## config.mk

```make
export PLATFORM = sky130hd
export DESIGN_NAME = bit_serializer
export DESIGN_NICKNAME = d
export VERILOG_FILES = /design/src/rtl/bit_serializer.sv
export SDC_FILE = /design/constraint.sdc
export NUM_CORES = 1
export LEC_CHECK = 0
export ABC_AREA = 1
export BUFFER_PORTS_ARGS = -buffer_cell sky130_fd_sc_hd__buf_2
export CORE_AREA = 2 2 71 73
export DETAILED_ROUTE_END_ITERATION = 12
export DIE_AREA = 0 0 73 75
export SKIP_CTS_REPAIR_TIMING = 1
export SYNTH_ARGS = -nofsm -noshare
export SYNTH_HDL_FRONTEND = slang
export SYNTH_SLANG_ARGS = --single-unit
export TNS_END_PERCENT = 50
```

## constraint.sdc

```tcl
create_clock -name clk -period 1.5 [get_ports clk]
set_clock_uncertainty 0.15 [all_clocks]
set_input_delay 0.15 -clock clk [delete_from_list [all_inputs] [get_ports clk]]
set_output_delay 0.15 -clock clk [all_outputs]
set_load 0.005 [all_outputs]
```

## src/rtl/bit_serializer.sv

```systemverilog
// bit_serializer: word-to-bit serializer, one-word skid (hold) buffer.
// Ports: clk, res (sync, active-low), in_valid/in_data/in_ready (word in),
//   valid/d_in (serial bit out), busy, words_sent (16-bit wrap count).
// Option: define SER_PAUSE_EN to add input pause (stalls the bit stream).
module bit_serializer #(
  parameter int WIDTH     = 8,
  parameter bit MSB_FIRST = 1'b1
) (
  input  logic             clk,
  input  logic             res,
`ifdef SER_PAUSE_EN
  input  logic             pause,
`endif
  input  logic             in_valid,
  input  logic [WIDTH-1:0] in_data,
  output logic             in_ready,
  output logic             valid,
  output logic             d_in,
  output logic             busy,
  output logic [15:0]      words_sent
);

  localparam int CW = $clog2(WIDTH);
  localparam logic [CW-1:0] LAST = CW'(WIDTH - 1);

  typedef enum logic {
    IDLE,
    SHIFT
  } state_t;

  state_t           state;
  logic [WIDTH-1:0] sh;
  logic [WIDTH-1:0] hold;
  logic [CW-1:0]    cnt;
  logic             hold_full;
  logic             stall;
  logic             accept;
  logic             last;

`ifdef SER_PAUSE_EN
  assign stall = pause;
`else
  assign stall = 1'b0;
`endif

  function automatic logic lead(input logic [WIDTH-1:0] w);
    return MSB_FIRST ? w[WIDTH-1] : w[0];
  endfunction

  function automatic logic [WIDTH-1:0] adv(input logic [WIDTH-1:0] w);
    return MSB_FIRST ? (w << 1) : (w >> 1);
  endfunction

  assign in_ready = !hold_full && res;
  assign accept   = in_valid && in_ready;
  assign last     = (cnt == LAST);
  assign busy     = (state == SHIFT) || hold_full;

  // sh always holds the bit on d_in at its lead position. A bit is
  // consumed only on an edge where it was shown (valid=1); while valid
  // is low after a pause the next bit waits in sh, so none is repeated.
  always_ff @(posedge clk) begin
    if (!res) begin
      state      <= IDLE;
      sh         <= '0;
      cnt        <= '0;
      hold       <= '0;
      hold_full  <= 1'b0;
      valid      <= 1'b0;
      d_in       <= 1'b0;
      words_sent <= '0;
    end else begin
      unique case (state)
        IDLE: begin
          if (accept) begin
            state <= SHIFT;
            sh    <= in_data;
            cnt   <= '0;
            valid <= !stall;
            d_in  <= lead(in_data);
          end
        end
        SHIFT: begin
          if (accept && !(valid && last)) begin
            hold      <= in_data;
            hold_full <= 1'b1;
          end
          if (!valid) begin
            valid <= !stall;
          end else if (!last) begin
            sh    <= adv(sh);
            cnt   <= cnt + CW'(1);
            d_in  <= lead(adv(sh));
            valid <= !stall;
          end else begin
            words_sent <= words_sent + 16'd1;
            if (hold_full) begin
              sh        <= hold;
              cnt       <= '0;
              d_in      <= lead(hold);
              valid     <= !stall;
              hold_full <= 1'b0;
            end else if (accept) begin
              sh    <= in_data;
              cnt   <= '0;
              d_in  <= lead(in_data);
              valid <= !stall;
            end else begin
              state <= IDLE;
              cnt   <= '0;
              valid <= 1'b0;
              d_in  <= 1'b0;
            end
          end
        end
      endcase
    end
  end

endmodule

```

==> impl_summary.log <==
[metrics] crit path capture type: flop
[metrics] combined buffer and inverter count along the critical path: 0
[metrics] slowest stage delay, CP: 0.35 ns
[metrics] number of pins exceeding their max-slew limit in the final report: 0
[metrics] Data required, critical path: 1.54 ns
[metrics] startpoint type of the worst setup path: flop
[metrics] number of gates on the worst path with buffers counted: 7
[metrics] vertical extent of the die: 75 um
[metrics] number of global-route vias before repair: 1,823
[metrics] TritonRoute pass-1 iters: 4
[metrics] Area contributors post-synth: sky130_fd_sc_hd__dfxtp_1 (42%), sky130_fd_sc_hd__nand2_1 (11%), sky130_fd_sc_hd__nor2_1 (8.6%)
[metrics] Sum Neg Setup Slack: -1.785 ns
[metrics] DRC errors left: 0
[metrics] cell total after placement: 370
[metrics] cells on worst reg2reg path: 7
[metrics] Sink Count: 38
[metrics] headroom to the max-slew limit: 81.72%
[metrics] pin count of the biggest net entering global routing: 22
[metrics] number of nets with antenna violations after detailed routing: 0
[metrics] dominant cell type by area after synthesis: sky130_fd_sc_hd__dfxtp_1
[metrics] number of top-level design ports: 31
[metrics] sequential cell area: 765.7 sq um
[metrics] total number of placement rows: 25
[metrics] setup violators final: 24
[metrics] upper clock frequency limit: 616.2 MHz
[metrics] fraction of synthesis flops using an asynchronous set or reset pin: 0%
[metrics] multi-input combinational cell area: 991.0 sq um
[metrics] port buffer count: 30
[metrics] Post-synth top cells: sky130_fd_sc_hd__nand2_1 (55), sky130_fd_sc_hd__nor2_1 (42), sky130_fd_sc_hd__dfxtp_1 (38), sky130_fd_sc_hd__inv_1 (29), sky130_fd_sc_hd__a21oi_1 (28)
[metrics] post-route insts no fill: 380
[metrics] initial core utilization: 39.17%
[metrics] antenna diode count: 0
[metrics] actual transition at the worst max-transition pin: 0.2732 ns
[metrics] CP max-delay cell: sky130_fd_sc_hd__dfxtp_2
[metrics] worst endpoint data arrival time: 1.66 ns
[metrics] width of the die: 73 um
[metrics] core area: 4661 sq um
[metrics] number of flip-flops and latches in the synthesized netlist: 38
[metrics] wire length of the first global-routing pass: 7866 um
[metrics] sum of net half-perimeters after detailed placement: 3427 um
[metrics] fin crit share: 108.2%
[metrics] worst setup margin: -0.1229 ns
[metrics] buffers from clock root to sink, at most: 2
[metrics] number of vias per cell: 4.926
[metrics] layout cell share with drive strength beyond 1: 28.53%
[metrics] Layout Utilization: 52.40%
[metrics] setup repair after global routing missed its margin: true
[metrics] number of stages on the worst hold path: 3
[metrics] clock transition at the registers of the reported paths: 0.07 ns
[metrics] total power per unit cell area: 849.3 nW/um^2
[metrics] minimum clock period: 1.623 ns
[metrics] Leak Pwr: 0.001072 uW
[metrics] Placed Area: 2282 sq um
[metrics] final design area excluding fillers: 2442 sq um
[metrics] main flop type after synthesis: sky130_fd_sc_hd__dfxtp_1
[metrics] Distinct cells, synth: 26
[metrics] type of the worst setup path: reg -> reg
[metrics] portion of the post-synthesis area used by sequential elements: 41.67%
[metrics] Routed Wire Length: 4684 um
[metrics] result of the run: finished, violations left
[metrics] layout overhead on the synthesized area: 33.79%
[metrics] GRT Total Usage: 18.77%
[metrics] total of fill cells in the finished design: 478
[metrics] DR iter-0 viols: 63
[metrics] Root Buffer Master: sky130_fd_sc_hd__clkbuf_8
[metrics] Netlist Area Pre-Place: 1826 sq um
[metrics] TritonCTS clock tree: yes
[metrics] critical-path cell list: ha_4, ha_4, nand4_1, nor2_2, nand4_1, o21ai_1, nor2_1
[metrics] final-report hold violation count: 6
[metrics] count leader, synth: sky130_fd_sc_hd__nand2_1
[metrics] final RePlAce weighted congestion: 0.8218
[metrics] via count of the routed design: 1,872
[metrics] area of the die: 5475 sq um
[metrics] detail-routed net length per standard cell: 12.33 um
[metrics] Worst Hold Class: in -> reg
[metrics] initial antenna violation count: 0
[metrics] largest delay contributor family on the critical path: simple AND/OR/NAND/NOR gates
[metrics] syn_nets: 276
[metrics] # H-tree levels: 2
[metrics] Yosys Warn Count: 0
[metrics] post-synthesis cell count: 262
[metrics] critical-path maximum fanout: 4
[metrics] final-stage net count: 341
[metrics] violated checks: negative hold slack, negative setup slack
[metrics] Maximum Capacitance Violations: 0
[metrics] clock latency of the later-clocked register in the worst-skew pair: 0.29 ns
[metrics] Hold WS: -0.02339 ns
[metrics] Inserted Clock Buffers: 5
[metrics] average footprint of a synthesized cell: 6.968 sq um
[metrics] top cell type's share of synthesized area: 41.67%
[metrics] aggregate global routing overflow: 0
[metrics] number of flops mapped to enable cells by yosys: 0
[metrics] VDD IR max: 687.9 uV
-- path summary, 6_finish.rpt --
check	start	endpoint	slack, ns
worst min register to register	hold[7]	hold[7]	0.32
worst max-delay path	cnt[1]	words_sent[14]	-0.12
worst min-delay path	in_data[2]	hold[2]	-0.02
worst max register to register	cnt[1]	words_sent[14]	-0.12
-- routing by layer --
| metal | up-vias | global-route usage, % | wire length [um] |
|---|---|---|---|
| met5 | - | 0 | 0 |
| met4 | 0 | 5.967 | 48 |
| met3 | 5 | 5.087 | 185 |
| met2 | 40 | 34.73 | 2365 |
| met1 | 835 | 20.86 | 2084 |
| li1 | 992 | - | - |
-- cell type report --
class / count / share of cell area (%)
multi-input cells: 188 / 40.57
flip-flops and latches: 38 / 31.35
repair buffers: 62 / 16.91
inverters: 32 / 5.021
clock buffers: 6 / 3.381
well taps: 54 / 2.766
-- worst reg2reg max path, cell delays in order, from the launching register on --
cell,delay [ns]
sky130_fd_sc_hd__dfxtp_2,0.35
sky130_fd_sc_hd__ha_4,0.14
sky130_fd_sc_hd__ha_4,0.16
sky130_fd_sc_hd__nand4_1,0.15
sky130_fd_sc_hd__nor2_2,0.19
sky130_fd_sc_hd__nand4_1,0.17
sky130_fd_sc_hd__o21ai_1,0.16
sky130_fd_sc_hd__nor2_1,0.06
-- stage by stage --
step                      worst slack [ns]  total power (uW)
after floorplan                   -0.04678              1247
final                              -0.1229              2074
after detailed placement           -0.1551              1377
after global routing               -0.3091              2182
after global placement            -0.09456              1374
after CTS                          -0.1560              2075
-- report_power, final --
| part | switching (uW) | internal (uW) |
|---|---|---|
| Sequential | 27.2 | 1050 |
| Clock | 348 | 355 |
| Combinational | 156 | 136 |
-- cell usage in the layout (no fill, tap or decap), types with 2 or more instances in the layout --
cell type / netlist / routed
sky130_fd_sc_hd__o211ai_1: 7 / 7
sky130_fd_sc_hd__dfxtp_2: 0 / 4
sky130_fd_sc_hd__nor2_4: 2 / 2
sky130_fd_sc_hd__buf_2: 0 / 30
sky130_fd_sc_hd__o21ai_2: 0 / 2
sky130_fd_sc_hd__o22ai_1: 5 / 5
sky130_fd_sc_hd__a21oi_1: 28 / 28
sky130_fd_sc_hd__dfxtp_1: 38 / 34
sky130_fd_sc_hd__buf_4: 0 / 25
sky130_fd_sc_hd__nor2_2: 1 / 3
sky130_fd_sc_hd__o21ai_1: 2 / 5
sky130_fd_sc_hd__nor2_1: 42 / 40
sky130_fd_sc_hd__o21ai_0: 19 / 13
sky130_fd_sc_hd__inv_1: 29 / 27
sky130_fd_sc_hd__inv_2: 3 / 4
sky130_fd_sc_hd__buf_6: 0 / 4
sky130_fd_sc_hd__clkbuf_8: 0 / 6
sky130_fd_sc_hd__nand2_1: 55 / 53
sky130_fd_sc_hd__nand4_1: 5 / 5
sky130_fd_sc_hd__dlygate4sd3_1: 0 / 3
sky130_fd_sc_hd__nand3_1: 7 / 7
sky130_fd_sc_hd__nand2_2: 3 / 5
sky130_fd_sc_hd__ha_4: 0 / 2
-- kinds of logic after synthesis --
group | share of synthesized area [%]
and+or+nand+nor | 28.72
xor gates and xnor gates | 0.9597
buffers and inverters | 7.402
DFF | 41.67
adders and majority gates | 2.056
AOI/OAI and AO/OA | 19.19
-- state kept, by name, summed over array words and instances, names as in the netlist --
signal / flops
cnt: 3
d_in: 1
hold: 8
hold_full: 1
sh: 7
state: 1
valid: 1
words_sent: 16
No activity file was read; power rests on OpenSTA's default activity.
